$ cat config.mk
export PLATFORM = sky130hd
export DESIGN_NAME = led_sample_sequencer
export DESIGN_NICKNAME = d
export VERILOG_FILES = /design/src/rtl/led_sample_sequencer_pkg.sv /design/src/rtl/led_sample_sequencer_averager.sv /design/src/rtl/led_sample_sequencer.sv
export SDC_FILE = /design/constraint.sdc
export NUM_CORES = 1
export LEC_CHECK = 0
export CORE_ASPECT_RATIO = 1.4
export CORE_MARGIN = 5
export CORE_UTILIZATION = 36
export DETAILED_ROUTE_END_ITERATION = 10
export DONT_BUFFER_PORTS = 1
export GPL_TIMING_DRIVEN = 0
export HOLD_SLACK_MARGIN = 0.03
export PLACE_DENSITY = 0.54
export SYNTH_ARGS = -nofsm -noshare
export SYNTH_HDL_FRONTEND = slang
export SYNTH_SLANG_ARGS = --single-unit
$ cat constraint.sdc
create_clock -name CLK -period 4 [get_ports CLK]
set_clock_uncertainty 0.2 [all_clocks]
set_input_delay 0.8 -clock CLK [delete_from_list [all_inputs] [get_ports CLK]]
set_output_delay 0.8 -clock CLK [all_outputs]
set_load 0.05 [all_outputs]
$ cat src/rtl/led_sample_sequencer_pkg.sv
// Shared types and constants for the LED sample sequencer.
// State encoding plus front-end defaults applied at reset.
package led_sample_sequencer_pkg;

    typedef enum logic [2:0] {
        IDLE,
        RED_SET,
        RED_ACC,
        IR_SET,
        IR_ACC,
        DARK
    } state_t;

    localparam logic [6:0] DC_COMP_DEFAULT  = 7'd64;
    localparam logic [3:0] PGA_GAIN_DEFAULT = 4'd0;

    function automatic logic is_red(input state_t s);
        return (s == RED_SET) || (s == RED_ACC);
    endfunction

    function automatic logic is_ir(input state_t s);
        return (s == IR_SET) || (s == IR_ACC);
    endfunction

    function automatic logic is_acc(input state_t s);
        return (s == RED_ACC) || (s == IR_ACC);
    endfunction

endpackage

$ cat src/rtl/led_sample_sequencer_averager.sv
// Accumulate-and-shift averager over 2^NSAMP_LOG2 ADC samples.
// avg already includes the current sample so it is usable on the last cycle.
module sample_averager #(
    parameter int unsigned NSAMP_LOG2 = 2
) (
    input  logic       CLK,
    input  logic       rst_n,
    input  logic       flush,
    input  logic       en,
    input  logic       first,
    input  logic [7:0] adc,
    output logic [7:0] avg
);

    localparam int unsigned AW = 8 + NSAMP_LOG2;

    logic [AW-1:0] acc;
    logic [AW-1:0] acc_sum;

    // first cycle of a window restarts from zero instead of the old total
    assign acc_sum = (first ? '0 : acc) + AW'(adc);
    assign avg     = 8'(acc_sum >> NSAMP_LOG2);

    always_ff @(posedge CLK or negedge rst_n) begin
        if (!rst_n) begin
            acc <= '0;
        end else if (flush) begin
            acc <= '0;
        end else if (en) begin
            acc <= acc_sum;
        end
    end

endmodule

$ cat src/rtl/led_sample_sequencer.sv
// Frame sequencer: RED and IR LED phases, averaged samples,
// and a single-entry valid/ready output buffer with overrun flag.
module led_sample_sequencer
    import led_sample_sequencer_pkg::*;
#(
    parameter int unsigned SETTLE_CYC = 16,
    parameter int unsigned NSAMP_LOG2 = 2,
    parameter int unsigned FRAME_CYC  = 1000
) (
    input  logic       CLK,
    input  logic       rst_n,
    input  logic       enable,
    input  logic       cal_done,
    input  logic [6:0] red_dc,
    input  logic [3:0] red_gain,
    input  logic [6:0] ir_dc,
    input  logic [3:0] ir_gain,
    input  logic [7:0] ADC,
    output logic       LED_RED,
    output logic       LED_IR,
    output logic [6:0] DC_Comp,
    output logic [3:0] PGA_Gain,
    output logic [7:0] red_sample,
    output logic [7:0] ir_sample,
    output logic       sample_valid,
    input  logic       sample_ready,
    output logic       overrun,
    output logic       busy
);

    localparam int unsigned NSAMP = 1 << NSAMP_LOG2;
    localparam int unsigned PW    = $clog2(SETTLE_CYC + NSAMP + 1);
    localparam int unsigned FW    = $clog2(FRAME_CYC + 1);

    localparam logic [PW-1:0] SET_LAST   = PW'(SETTLE_CYC - 1);
    localparam logic [PW-1:0] ACC_LAST   = PW'(NSAMP - 1);
    localparam logic [FW-1:0] FRAME_LAST = FW'(FRAME_CYC - 1);

    state_t        state;
    state_t        nxt;
    logic [PW-1:0] phase;
    logic [FW-1:0] frame_cnt;

    logic [6:0] sh_red_dc;
    logic [3:0] sh_red_gain;
    logic [6:0] sh_ir_dc;
    logic [3:0] sh_ir_gain;
    logic [6:0] sel_red_dc;
    logic [3:0] sel_red_gain;

    logic       run;
    logic       enter_red;
    logic       acc_on;
    logic       acc_first;
    logic       acc_last;
    logic       red_done;
    logic       load;
    logic       consume;
    logic       flush;
    logic [7:0] avg;
    logic [7:0] red_hold;

    assign run       = enable & cal_done;
    assign enter_red = (nxt == RED_SET) && (state != RED_SET);
    assign acc_on    = run && is_acc(state);
    assign acc_first = acc_on && (phase == '0);
    assign acc_last  = (phase == ACC_LAST);
    assign red_done  = acc_on && (state == RED_ACC) && acc_last;
    assign load      = acc_on && (state == IR_ACC) && acc_last;
    assign consume   = sample_valid & sample_ready;
    assign flush     = (state == IDLE);

    // the frame's RED settings must be on the pins in the entry cycle itself
    assign sel_red_dc   = enter_red ? red_dc   : sh_red_dc;
    assign sel_red_gain = enter_red ? red_gain : sh_red_gain;

    always_comb begin
        nxt = state;
        if (state != IDLE && !run) begin
            nxt = IDLE;
        end else begin
            unique case (state)
                IDLE:    if (run)                     nxt = RED_SET;
                RED_SET: if (phase == SET_LAST)       nxt = RED_ACC;
                RED_ACC: if (acc_last)                nxt = IR_SET;
                IR_SET:  if (phase == SET_LAST)       nxt = IR_ACC;
                IR_ACC:  if (acc_last)                nxt = DARK;
                DARK:    if (frame_cnt >= FRAME_LAST) nxt = RED_SET;
                default:                              nxt = IDLE;
            endcase
        end
    end

    sample_averager #(
        .NSAMP_LOG2(NSAMP_LOG2)
    ) u_avg (
        .CLK   (CLK),
        .rst_n (rst_n),
        .flush (flush),
        .en    (acc_on),
        .first (acc_first),
        .adc   (ADC),
        .avg   (avg)
    );

    always_ff @(posedge CLK or negedge rst_n) begin
        if (!rst_n) begin
            state        <= IDLE;
            phase        <= '0;
            frame_cnt    <= '0;
            sh_red_dc    <= '0;
            sh_red_gain  <= '0;
            sh_ir_dc     <= '0;
            sh_ir_gain   <= '0;
            red_hold     <= '0;
            LED_RED      <= 1'b0;
            LED_IR       <= 1'b0;
            DC_Comp      <= DC_COMP_DEFAULT;
            PGA_Gain     <= PGA_GAIN_DEFAULT;
            red_sample   <= '0;
            ir_sample    <= '0;
            sample_valid <= 1'b0;
            overrun      <= 1'b0;
            busy         <= 1'b0;
        end else begin
            state <= nxt;

            if (nxt != state || state == DARK || state == IDLE) begin
                phase <= '0;
            end else begin
                phase <= phase + PW'(1);
            end

            if (enter_red) begin
                frame_cnt <= '0;
            end else if (nxt != IDLE) begin
                frame_cnt <= frame_cnt + FW'(1);
            end

            if (enter_red) begin
                sh_red_dc   <= red_dc;
                sh_red_gain <= red_gain;
                sh_ir_dc    <= ir_dc;
                sh_ir_gain  <= ir_gain;
            end

            LED_RED <= is_red(nxt);
            LED_IR  <= is_ir(nxt);
            busy    <= (nxt != IDLE);

            if (is_red(nxt)) begin
                DC_Comp  <= sel_red_dc;
                PGA_Gain <= sel_red_gain;
            end else if (is_ir(nxt)) begin
                DC_Comp  <= sh_ir_dc;
                PGA_Gain <= sh_ir_gain;
            end

            if (red_done) begin
                red_hold <= avg;
            end

            if (load) begin
                red_sample   <= red_hold;
                ir_sample    <= avg;
                sample_valid <= 1'b1;
                if (sample_valid && !sample_ready) begin
                    overrun <= 1'b1;
                end
            end else if (consume) begin
                sample_valid <= 1'b0;
            end

            if (state == IDLE) begin
                overrun <= 1'b0;
            end
        end
    end

endmodule
# --- After elaboration in Yosys (flattened, before gate mapping) ---
# Cells that the tools add are included.
word_totals:
  register_bits: 90
  in_bits: 35
  output_inout_bits: 32
  elab_cells: 89
classes:
  add_sub_neg: 3
  order_cmp: 1
  eq_ne: 13
  n_mux: 25
  bitwise: 2
  reduce_logical: 27
ops:
  columns: ["operator", "n"]
  rows:
  - ["two-way mux 10 bit", 5]
  - ["two-way mux 3 bit", 7]
  - ["two-way mux 7 bit", 3]
  - ["case mux 3 bit (6 select lines)", 1]
  - ["== test 3 x 2 -> 1 bit (second input constant)", 4]
  - ["two-way mux 4 bit", 3]
  - ["nonzero test 2 bit", 6]
  - ["adder 10 x 1 -> 10 bit (second input constant)", 1]
  - ["adder 10 x 8 -> 10 bit", 1]
  - [">= comparator 10 bit (second input constant)", 1]
  - ["== test 3 bit (second input constant)", 3]
  - ["logical AND 1 bit", 9]
  - ["== test 3 x 1 -> 1 bit (second input constant)", 2]
  - ["nonzero test 3 bit", 2]
  - ["adder 5 x 1 -> 5 bit (second input constant)", 1]
  - ["== test 5 x 2 -> 1 bit (second input constant)", 1]
  - ["== test 5 x 4 -> 1 bit (second input constant)", 1]
  - ["zero test 5 bit", 1]
  - ["logical OR 1 bit", 5]
  - ["two-way mux 1 bit", 5]
  - ["two-way mux 5 bit", 1]
  - ["zero test 3 bit", 1]
  - ["!= test 3 x 1 -> 1 bit (second input constant)", 1]
  - ["!= test 3 bit", 1]
  - ["3 further kinds", 5]

# --- Depth between registers and ports, before layout ---
depth:
  ltp_word: 8
  ltp_mapped: 13

# --- Cells and area by module ---
# Synthesis repeated with hierarchy kept, for this count alone.
hier_totals:
  hier_cells: 368
  area_unflattened_um2: 4420.5
by_module_without_submodules:
  columns: ["mod", "n_inst", "cells_each", "area_each_um2"]
  rows:
  - ["led_sample_sequencer", 1, 262, 3503.4]
  - ["sample_averager", 1, 106, 917.1]

# --- Least setup slack after synthesis ---
# No wires, ideal clock.
synth_timing:
  path_kind: "input-to-reg"
  from: "in enable"
  to: "reg u_avg.acc[8]"
  setup_time_ns: 0.122
  t_arrival_ns: 3.080
  required_ns: 3.678
  path_slack_ns: 0.598
  stages: 12
  path_buffers: 1
  cell_sequence: "and3b_1 > o2111ai_1 > clkbuf_1 > and2_1 > ha_1 > inv_1 > fa_1 > nor2b_1 > o31a_1 > o221ai_1 > a41o_1 > a32o_1"
synth_between:
  elab_chain_len: 7
  word_cells_on_any_way: 8
  classes_between: "add/sub (1); mux (3); bitwise (1); reduce/logical (3)"
synth_lines:
  columns: ["element", "line", "rtl"]
  rows:
  - ["from (decl)", "led_sample_sequencer.sv:12", "input logic enable,"]
  - ["AND 1 bit (*)", "led_sample_sequencer.sv:63", "assign run = enable & cal_done;"]
  - ["logical AND 1 bit (*)", "led_sample_sequencer.sv:65", "assign acc_on = run && is_acc(state);"]
  - ["logical AND 1 bit", "led_sample_sequencer.sv:66", "assign acc_first = acc_on && (phase == '0);"]
  - ["two-way mux 10 bit", "led_sample_sequencer_averager.sv:21", "assign acc_sum = (first ? '0 : acc) + AW'(adc);"]
  - ["adder 10 x 8 -> 10 bit", "led_sample_sequencer_averager.sv:21", null]
  - ["two-way mux 10 bit", "led_sample_sequencer_averager.sv:29", "end else if (en) begin"]
  - ["two-way mux 10 bit", "led_sample_sequencer_averager.sv:27", "end else if (flush) begin"]
  - ["to (signal assigned)", "led_sample_sequencer_averager.sv:30", "acc <= acc_sum;"]
  - ["to (decl)", "led_sample_sequencer_averager.sv:17", "logic [AW-1:0] acc;"]
# Mark *: on every way between the ends. The rest lies on a longest branch, timed or not. The select of a mux whose other input is x is not followed.
# A chain may end at the register's enable or synchronous reset.

# --- Final worst setup path ---
layout_timing:
  from: "reg state[2]"
  to: "reg u_avg.acc[8]"
layout_between:
  elab_chain_len: 8
  word_cells_on_any_way: 11
  classes_between: "add/sub (1); eq/ne (2); mux (3); reduce/logical (5)"
layout_lines:
  columns: ["element", "line", "rtl"]
  rows:
  - ["from (decl)", "led_sample_sequencer.sv:39", "state_t state;"]
  - ["from (signal assigned)", "led_sample_sequencer.sv:126", "state <= nxt;"]
  - ["== test 3 x 2 -> 1 bit or == test 3 bit (tied branches)", "led_sample_sequencer_pkg.sv:26", "return (s == RED_ACC) || (s == IR_ACC);"]
  - ["logical OR 1 bit", "led_sample_sequencer_pkg.sv:26", null]
  - ["logical AND 1 bit", "led_sample_sequencer.sv:65", null]
  - ["logical AND 1 bit", "led_sample_sequencer.sv:66", null]
  - ["two-way mux 10 bit", "led_sample_sequencer_averager.sv:21", null]
  - ["adder 10 x 8 -> 10 bit", "led_sample_sequencer_averager.sv:21", null]
  - ["two-way mux 10 bit", "led_sample_sequencer_averager.sv:29", null]
  - ["two-way mux 10 bit", "led_sample_sequencer_averager.sv:27", null]
# Parallel ways exist; a longest one is shown, timed or not. The select of a mux whose other input is x is not followed.

==> impl_results.html <==
<table>
<tr><th>Metric</th><th>Value</th></tr>
<tr><th colspan="2">STA</th></tr>
<tr><td>Final hold slack</td><td>0.101 ns</td></tr>
<tr><td>Transition time of the tightest slew-check pin</td><td>0.702 ns</td></tr>
<tr><td>Final Hold Violating Endpoints</td><td>0</td></tr>
<tr><td>Total Neg Setup Slack</td><td>0 ns</td></tr>
<tr><td>Number of setup violations in the final report</td><td>0</td></tr>
<tr><td>Relative max-transition margin</td><td>0.532</td></tr>
<tr><td>Final period util</td><td>0.898</td></tr>
<tr><td>Post-layout min period</td><td>3.59 ns</td></tr>
<tr><td>Unrepaired setup endpoints after global routing</td><td>no</td></tr>
<tr><td>Slew Limit Fails</td><td>0</td></tr>
<tr><td>Achievable frequency</td><td>0.278 GHz</td></tr>
<tr><th colspan="2">Worst setup path</th></tr>
<tr><td>Source of the worst register-to-register timing path</td><td>state[2]$_DFF_PN0_</td></tr>
<tr><td>Data required, critical path</td><td>4.03 ns</td></tr>
<tr><td>R2r endpoint</td><td>u_avg.acc[8]$_DFFE_PN0P_</td></tr>
<tr><td>Sort of element at the end of the critical path</td><td>flip-flop</td></tr>
<tr><td>Kind of critical path</td><td>reg2reg</td></tr>
<tr><td>Reg2Reg Depth</td><td>13</td></tr>
<tr><td>Crit path launch type</td><td>flip-flop</td></tr>
<tr><td>Largest driver fanout on the critical path</td><td>10</td></tr>
<tr><td>CP arrival</td><td>3.62 ns</td></tr>
<tr><td>Register-to-Register Setup Slack</td><td>0.41 ns</td></tr>
<tr><th colspan="2">Synthesis</th></tr>
<tr><td>Most instantiated library cell after synthesis</td><td>dfrtp_1</td></tr>
<tr><td>Post-synthesis net count</td><td>479</td></tr>
<tr><td>Top cells by area in the synthesized netlist</td><td>dfrtp_1 (52%), nand2_1 (6.7%), inv_1 (4.2%), ha_1 (3.5%), o21ai_0 (3.4%)</td></tr>
<tr><td>Post-synthesis cell type with the largest combined area</td><td>dfrtp_1</td></tr>
<tr><td>Synthesized instance count</td><td>431</td></tr>
<tr><td>Yosys cell types</td><td>51</td></tr>
<tr><td>Area share of the leading cell type in the synthesized netlist</td><td>0.524</td></tr>
<tr><td>Register bit count reported by yosys</td><td>90</td></tr>
<tr><td>Synthesis warning total</td><td>0</td></tr>
<tr><td>Syn_area_per_cell</td><td>9.87 um2</td></tr>
<tr><td>Cell area after technology mapping</td><td>0.00425 mm2</td></tr>
<tr><td>Share of flip-flops with an asynchronous set or reset</td><td>1.00</td></tr>
<tr><td>Dominant synthesized flop cell</td><td>dfrtp_1</td></tr>
<tr><td>Most instantiated cells after synthesis</td><td>dfrtp_1 (89), nand2_1 (76), inv_1 (48), o21ai_0 (29), nor2_1 (18)</td></tr>
<tr><td>Portion of the post-synthesis area used by sequential elements</td><td>0.530</td></tr>
<tr><td>Number of enable flip-flop cells after synthesis</td><td>0</td></tr>
<tr><th colspan="2">Route</th></tr>
<tr><td>Initial detailed-routing violation count</td><td>155</td></tr>
<tr><td>Vias after detailed routing</td><td>3075</td></tr>
<tr><td>Post-DR wirelength/cell</td><td>16.1 um</td></tr>
<tr><td>Number of search-and-repair iterations in the first detailed-routing pass</td><td>5</td></tr>
<tr><td>Antenna-violating nets left</td><td>0</td></tr>
<tr><td>Vias per cell</td><td>5.17</td></tr>
<tr><td>Post-route DRC</td><td>0</td></tr>
<tr><td>Wire length reported by the detailed router</td><td>9.57 mm</td></tr>
<tr><th colspan="2">Clock network</th></tr>
<tr><td>Clock Latency Late Sink</td><td>0.34 ns</td></tr>
<tr><td>Htree depth</td><td>3</td></tr>
<tr><td>Buffer levels on the longest clock path</td><td>2</td></tr>
<tr><td>CTS tree</td><td>done</td></tr>
<tr><td>Root Driver</td><td>clkbuf_16</td></tr>
<tr><td>Clock-pin slew on the worst setup and hold paths</td><td>0.06 ns</td></tr>
<tr><td>Num CTS Buffers</td><td>9</td></tr>
<tr><td>Clock tree sinks</td><td>90</td></tr>
<tr><td>Setup Buffers After CTS</td><td>0</td></tr>
<tr><th colspan="2">Power and ir drop</th></tr>
<tr><td>Net switching power</td><td>0.000584 W</td></tr>
<tr><td>Clock group share of total power</td><td>0.427</td></tr>
<tr><td>Worst vdd rail ir drop</td><td>0.328 mV</td></tr>
<tr><td>Switching part of the total power</td><td>0.266</td></tr>
<tr><td>Combinational Power Share</td><td>0.073</td></tr>
<tr><td>Internal power contribution</td><td>0.00161 W</td></tr>
<tr><td>P_leak</td><td>2.32 nW</td></tr>
<tr><td>PwrDens</td><td>455 mW/mm2</td></tr>
<tr><td>Part of the power in registers</td><td>0.500</td></tr>
<tr><th colspan="2">GRT</th></tr>
<tr><td>Overall routing resource usage</td><td>0.145</td></tr>
<tr><td>Number of global-route vias before repair</td><td>3175</td></tr>
<tr><td>Initial antenna violation count</td><td>0</td></tr>
<tr><td>Residual overflow from global routing</td><td>0</td></tr>
<tr><td>Global-route wire length before repair</td><td>15.9 mm</td></tr>
<tr><td>Largest net degree at the start of global routing</td><td>90</td></tr>
<tr><th colspan="2">Die</th></tr>
<tr><td>IO Pins</td><td>67</td></tr>
<tr><td>Die area</td><td>0.0141 mm2</td></tr>
<tr><td>Core footprint</td><td>0.0117 mm2</td></tr>
<tr><td>Height of the die</td><td>139 um</td></tr>
<tr><td>Row count</td><td>47</td></tr>
<tr><td>X dimension of the die</td><td>102 um</td></tr>
<tr><td>Effective utilization at floorplan</td><td>0.363</td></tr>
<tr><th colspan="2">Cells and area</th></tr>
<tr><td>Antenna diode count</td><td>0</td></tr>
<tr><td>Total Nets Final</td><td>491</td></tr>
<tr><td>Final standard cell utilization of the core</td><td>0.412</td></tr>
<tr><td>Final-layout fill cell count</td><td>1173</td></tr>
<tr><td>Area growth from synthesis to layout</td><td>13.5%</td></tr>
<tr><td>Layout cells sized above 1</td><td>0.0759</td></tr>
<tr><th colspan="2">Place</th></tr>
<tr><td>Gpl congestion</td><td>0.799</td></tr>
<tr><td>Port Buffer Count</td><td>0</td></tr>
<tr><td>Detailed placer's ending HPWL</td><td>6.83 mm</td></tr>
<tr><th colspan="2">Status</th></tr>
<tr><td>Status</td><td>completed</td></tr>
<tr><th colspan="2">Run</th></tr>
<tr><td># Max-Cap Violations</td><td>0</td></tr>
<tr><th colspan="2">Hold path</th></tr>
<tr><td>Worst hold path class</td><td>in2async</td></tr>
</table>
-- critical path: stages (launching register included) --
cell       delay (ns)
dfrtp_1          0.34
clkbuf_1         0.34
nor2b_2          0.16
o2111ai_2        0.32
clkbuf_2         0.27
and2_1           0.15
ha_1             0.19
inv_1            0.06
fa_1             0.39
nor2b_1          0.15
o31a_1           0.19
o221ai_1         0.23
a41o_1           0.29
a32o_1           0.20
-- sequential cells by signal (all words and copies together), names as in the netlist, 3 cells and up --
signal       cells
DC_Comp          7
ir_sample        8
sh_red_gain      4
sh_ir_gain       4
sh_red_dc        7
red_hold         8
red_sample       8
PGA_Gain         4
frame_cnt       10
sh_ir_dc         7
phase            5
state            3
u_avg.acc       10
-- routing by layer --
metal / vias to the layer above / GRT usage / part of all wire
li1: 1497 / - / -
met3: 11 / 0.0554 / 0.072
met5: - / 0 / 0
met1: 1487 / 0.173 / 0.41
met4: 0 / 0.0498 / 0.020
met2: 80 / 0.237 / 0.50
-- power by group through the flow --
| stage | logic, W | clock network, W | registers [W] |
|---|---|---|---|
| floorplan | 0.000112 | 0 | 0.00110 |
| global placement | 0.000138 | 0 | 0.00112 |
| detailed placement | 0.000143 | 0 | 0.00111 |
| CTS | 0.000165 | 0.000969 | 0.00110 |
| global route | 0.000188 | 0.00101 | 0.00111 |
| finish | 0.000161 | 0.000937 | 0.00110 |
-- cell families (layout without fill, tap and decap cells) --
family	count (synthesis)	in the layout	synth area share
AO/OA/AOI/OAI	82	82	0.137
XOR/XNOR	14	14	0.0288
adder cells (fa/ha/maj)	13	13	0.0400
buffers and inverters	66	83	0.0618
flip-flops	90	90	0.530
multiplexers	16	16	0.0388
AND/OR/NAND/NOR	150	150	0.164
-- area by class of cell --
| class | instances | area, um2 | share of cell area |
|---|---|---|---|
| plain buffers | 18 | 83.8 | 0.0174 |
| clock buffers | 10 | 239 | 0.0495 |
| clock inverters | 6 | 101 | 0.0210 |
| inverters | 48 | 180 | 0.0373 |
| multi-input cells | 275 | 1760 | 0.364 |
| flip-flops and latches | 90 | 2250 | 0.467 |
| well taps | 147 | 184 | 0.0381 |
| repair buffers | 1 | 27.5 | 0.00570 |
-- metrics by stage --
stage	power (W)	std cells	area [um2]	setup slack, ns
after detailed placement	0.00126	578	4440	0.0470
after floorplan	0.00122	431	4250	0.598
after global routing	0.00231	595	4830	0.115
final	0.00220	595	4830	0.408
after global placement	0.00125	578	4440	0.0875
after CTS	0.00223	595	4800	0.0353
-- what timing repair did --
item,in CTS,in global routing
endpoints found under the hold margin,89,0
resized for setup,0,8
setup endpoints to repair,0,13
hold buffers,1,0
-- placed cells by master, fill, tap and decap left out, types with 6 or more instances in the layout --
cell type / instances
clkbuf_16: 9
a222oi_1: 11
nand3_1: 12
o21ai_0: 29
nand2_1: 76
inv_1: 48
a21oi_1: 7
and3_1: 8
nor2_1: 18
ha_1: 12
nor3_1: 7
mux2i_1: 12
xor2_1: 9
clkbuf_1: 12
and2_1: 10
or3_1: 6
dfrtp_1: 89
-- worst max-delay path by stage --
| stage | end | from |
|---|---|---|
| after global routing | red_hold[7]$_DFFE_PN0P_ | state[2]$_DFF_PN0_ |
| after floorplan | u_avg.acc[8]$_DFFE_PN0P_ | enable |
| after detailed placement | red_hold[4]$_DFFE_PN0P_ | state[2]$_DFF_PN0_ |
| after CTS | red_hold[4]$_DFFE_PN0P_ | state[2]$_DFF_PN0_ |
| after global placement | red_hold[4]$_DFFE_PN0P_ | enable |
| final | u_avg.acc[8]$_DFFE_PN0P_ | state[2]$_DFF_PN0_ |
Note: power is estimated with default switching activity, not from simulation.
